==> src/rtl/piso_serializer.sv <==
// Parallel-in/serial-out shifter: accepts an N-bit word over a valid/ready
// handshake and emits it one bit per clock, allowing gapless back-to-back words.
module piso_serializer #(
   parameter int N         = 4,
   parameter bit LSB_FIRST = 1'b0
) (
   input  logic         clk,
   input  logic         clr,
   input  logic [N-1:0] D,
   input  logic         load_valid,
   output logic         load_ready,
   output logic         sout,
   output logic         sout_valid,
   output logic         done,
   output logic         busy
);

   localparam int CW = $clog2(N);
   localparam logic [CW-1:0] CNT_LAST = CW'(N - 1);

   typedef enum logic {
      IDLE  = 1'b0,
      SHIFT = 1'b1
   } state_e;

   state_e         state_q, state_d;
   logic [N-1:0]   shreg_q, shreg_d;
   logic [CW-1:0]  cnt_q, cnt_d;
   logic [N-1:0]   shifted_s;
   logic           last_s;
   logic           transfer_s;

   // The last bit of a word is on the line; a new word may be taken at this edge.
   assign last_s     = (state_q == SHIFT) && (cnt_q == '0);
   assign load_ready = (state_q == IDLE) || last_s;
   assign transfer_s = load_valid && load_ready;

   assign busy       = (state_q == SHIFT);
   assign sout_valid = (state_q == SHIFT);
   assign done       = last_s;
   assign sout       = (state_q == SHIFT) &&
                       (LSB_FIRST ? shreg_q[0] : shreg_q[N-1]);

   always_comb begin
      if (LSB_FIRST) begin
         shifted_s = shreg_q >> 1;
      end else begin
         shifted_s = shreg_q << 1;
      end
   end

   always_comb begin
      state_d = state_q;
      shreg_d = shreg_q;
      cnt_d   = cnt_q;
      case (state_q)
         IDLE: begin
            if (transfer_s) begin
               state_d = SHIFT;
               shreg_d = D;
               cnt_d   = CNT_LAST;
            end else begin
               state_d = IDLE;
            end
         end
         SHIFT: begin
            if (last_s && transfer_s) begin
               shreg_d = D;
               cnt_d   = CNT_LAST;
            end else if (last_s) begin
               state_d = IDLE;
               shreg_d = shifted_s;
            end else begin
               shreg_d = shifted_s;
               cnt_d   = cnt_q - 1'b1;
            end
         end
         default: begin
            state_d = IDLE;
            shreg_d = '0;
            cnt_d   = '0;
         end
      endcase
   end

   // clr wins over any load or shift, discarding a partial word.
   always_ff @(posedge clk) begin
      if (clr) begin
         state_q <= IDLE;
         shreg_q <= '0;
         cnt_q   <= '0;
      end else begin
         state_q <= state_d;
         shreg_q <= shreg_d;
         cnt_q   <= cnt_d;
      end
   end

endmodule

==> config.mk <==
export PLATFORM = sky130hd
export DESIGN_NAME = piso_serializer
export DESIGN_NICKNAME = d
export VERILOG_FILES = /design/src/rtl/piso_serializer.sv
export SDC_FILE = /design/constraint.sdc
export NUM_CORES = 1
export LEC_CHECK = 0
export BUFFER_PORTS_ARGS = -buffer_cell sky130_fd_sc_hd__buf_2
export CAP_MARGIN = 25
export CORE_AREA = 2 2 39 41
export DETAILED_ROUTE_END_ITERATION = 10
export DIE_AREA = 0 0 41 43
export PLACE_DENSITY_LB_ADDON = 0.12
export SLEW_MARGIN = 20
export SYNTH_ARGS = -nofsm -noshare
export SYNTH_HDL_FRONTEND = slang
export SYNTH_SLANG_ARGS = --single-unit
==> constraint.sdc <==
create_clock -name clk -period 2 [get_ports clk]
set_clock_uncertainty 0.1 [all_clocks]
set_input_delay 0.6 -clock clk [delete_from_list [all_inputs] [get_ports clk]]
set_output_delay 0.6 -clock clk [all_outputs]
set_load 0.02 [all_outputs]
==> summary.md <==
| Metric | Value |
|---|---|
| RSZ-0062 raised after global routing | `true` |
| Cts bufs inserted | `3` |
| Min-delay worst type | `flip-flop to flip-flop` |
| Hold_sp | `cnt_q[0]` |
| Via/cell ratio | `4.41` |
| Mapped Area | `374 um^2` |
| Startpoint types | `flip-flop` |
| GPL Wtd Cong | `0.614` |
| Hold WS | `386 ps` |
| Post-synth cell types | `21` |
| Core Rows | `14` |
| Clock Latency Late Sink | `250 ps` |
| Worst Setup End Kind | `output port` |
| Most frequent cell after synthesis | `dfxtp_1` |
| Post-placement cell count | `66` |
| Largest net degree at the start of global routing | `12` |
| Final wirelength | `721 um` |
| Worst reg2reg setup slack | `650 ps` |
| Synth area leaders | `dfxtp_1 (37%), mux2i_1 (8.0%), a211oi_1 (8.0%)` |
| Fraction of registers with async set or reset after synthesis | `0` |
| Clock period minus worst slack | `1920 ps` |
| Yosys reg bits | `7` |
| Hold Path Sink | `cnt_q[0]` |
| Outcome | `completed` |
| CP max FO | `6` |
| Reg2reg path depth | `6` |
| Rel. slew slack | `0.787` |
| Fill cell count | `147` |
| Die Width | `41 um` |
| Global route overflow | `0` |
| P&R area growth vs syn | `26.4%` |
| Leakage power | `0.208 nW` |
| Cell count after synthesis | `41` |
| DRC | `0` |
| GRT Total Usage | `0.103` |
| Synth area leader | `dfxtp_1` |
| Most used DFF post-synth | `dfxtp_1` |
| Vias in the first global route | `306` |
| IO buf count | `11` |
| H-tree levels | `1` |
| Worst EP arrival | `1220 ps` |
| Setup TNS | `0 ps` |
| WHS Path Cells | `2` |
| Setup Viol. Count Final | `0` |
| Clock slew at reported path FFs | `50 ps` |
| Tcrit/Tclk final | `0.962` |
| Critical-path cell list | `inv_1 > ha_2 > nor2b_2 > inv_1 > buf_2` |
| Synth top cells by count | `dfxtp_1 (7), nor2_1 (6), a211oi_1 (4)` |
| Total core area | `0.00138 mm^2` |
| N_diodes | `0` |
| Post-route cell area | `473 um^2` |
| Io pins | `12` |
| Max clock buf depth | `2` |
| Critical Path RT | `1300 ps` |
| Layout cells sized above 1 | `0.400` |
| Initial core utilization | `0.270` |
| Post-synth EDFFs | `0` |
| Crit-path max cell delay | `330 ps` |
| Final Hold Vio Count | `0` |
| Area share of the largest cell type after synthesis | `0.375` |
| CTS tree | `built` |
| Maxcap violations | `0` |
| Multi-input gate area | `213 um^2` |
| Clock Root Buffer | `clkbuf_4` |
| First-pass GRT wire length | `1.24 mm` |
| Final ANT Viol Nets | `0` |
| Yosys synthesis warning count | `0` |
| Die area | `0.00176 mm^2` |
| Post-CTS Hold Buffers | `0` |
| Worst path most repeated cell | `inv_1` |
| Layout Nets | `64` |
| Slowest cell on crit path | `dfxtp_1` |
| Iter 0 DRT Violations | `5` |
| Setup Crit Path Kind | `flip-flop to output port` |
| Sequential share of the synthesized area | `0.375` |
| Worst reg2reg startpoint | `cnt_q[0]` |
| CTS sink count | `7` |
| Cell Pwr Density | `791 mW/mm^2` |
| TritonRoute pass-1 iters | `4` |
| Syn nets | `49` |
| Vias post-DR | `313` |
| Non-Filler Instances | `71` |
| Worst-Margin Slew | `319 ps` |
| Placed Area | `437 um^2` |
| Fmax | `520 MHz` |
| FF+latch area | `140 um^2` |
| Worst vdd ir | `0.302 mV` |
| Initial antenna violation count | `0` |
| Fin. max-slew vios | `0` |
| Mean Syn Cell Area | `9.12 um^2` |
| Die Y | `43 um` |
| Dpl hpwl | `500 um` |
| Avg WL per Cell | `10.2 um` |
| Endpoint of the worst register-to-register path | `cnt_q[1]` |
[kinds of logic (layout without fill, tap and decap cells)]
family | Yosys count | in the layout | share of synthesized area
adders and majority gates | 1 | 1 | 0.0334
DFF | 7 | 7 | 0.375
AOI/OAI and AO/OA | 9 | 9 | 0.214
buffers and inverters | 5 | 19 | 0.0635
muxes | 3 | 3 | 0.0803
and+or+nand+nor | 16 | 16 | 0.234
[timing repair]
action,CTS,global route
gates resized for setup,1,0
setup buffers,1,0
setup endpoints to repair,2,1
[layer usage]
| metal | up-vias | part of all wire | routed length [um] | global-route usage |
|---|---|---|---|---|
| met5 | - | 0 | 0 | 0 |
| met4 | 0 | 0 | 0 | 0.0600 |
| met3 | 0 | 0.054 | 39 | 0.0314 |
| met2 | 8 | 0.45 | 324 | 0.147 |
| met1 | 135 | 0.50 | 358 | 0.129 |
| li1 | 170 | - | - | - |
[power by group]
group | total (mW) | internal (mW) | switching [mW]
sequential | 0.161 | 0.152 | 0.00894
clock | 0.132 | 0.0764 | 0.0555
combinational | 0.0810 | 0.0382 | 0.0428
total | 0.374 | 0.267 | 0.107
[flip-flops by register name, summed over array words and instances, names as in the netlist]
| name | flops |
|---|---|
| cnt_q | 2 |
| busy | 1 |
| shreg_q | 4 |
[worst max-delay path by stage]
| stage | startpoint | to | slack [ps] | cells past startpoint |
|---|---|---|---|---|
| 6_report | cnt_q[0] | load_ready | 80 | 5 |
| 5_1_grt | cnt_q[0] | load_ready | -0.4 | 5 |
| 4_1_cts | cnt_q[0] | done | 80 | 4 |
| 3_5_place_dp | cnt_q[0] | load_ready | 220 | 5 |
| 3_3_place_gp | cnt_q[0] | load_ready | 240 | 5 |
| 2_1_floorplan | cnt_q[0] | load_ready | 380 | 4 |
[cells in the final DEF (no fill, tap or decap), types with 2 or more instances in the layout]
| cell | n |
|---|---|
| a211oi_1 | 4 |
| and2_2 | 2 |
| buf_2 | 11 |
| clkbuf_4 | 3 |
| dfxtp_1 | 7 |
| inv_1 | 3 |
| mux2i_1 | 3 |
| nor2_1 | 6 |
| nor2b_2 | 2 |
[area by class of cell]
type | count | share of cell area
clock buffer | 4 | 0.0556
inverter | 3 | 0.0238
multi-input combinational | 29 | 0.450
sequential | 7 | 0.296
tap | 16 | 0.0423
timing repair buffer | 12 | 0.132
[stage by stage]
step	setup WS (ps)	utilization	total power, mW
after detailed placement	223	0.316	0.243
after global routing	-0.383	0.342	0.398
after global placement	240	0.316	0.243
final	76.2	0.342	0.374
after floorplan	380	-	0.222
after CTS	79.4	0.342	0.378
[critical path, delay by kind of cell (launching register included)]
kind | cells | cell delay, ps
DFF | 1 | 330
buffers and inverters | 3 | 260
adders and majority gates | 1 | 240
and+or+nand+nor | 1 | 150
No activity file was read; power rests on OpenSTA's default activity.
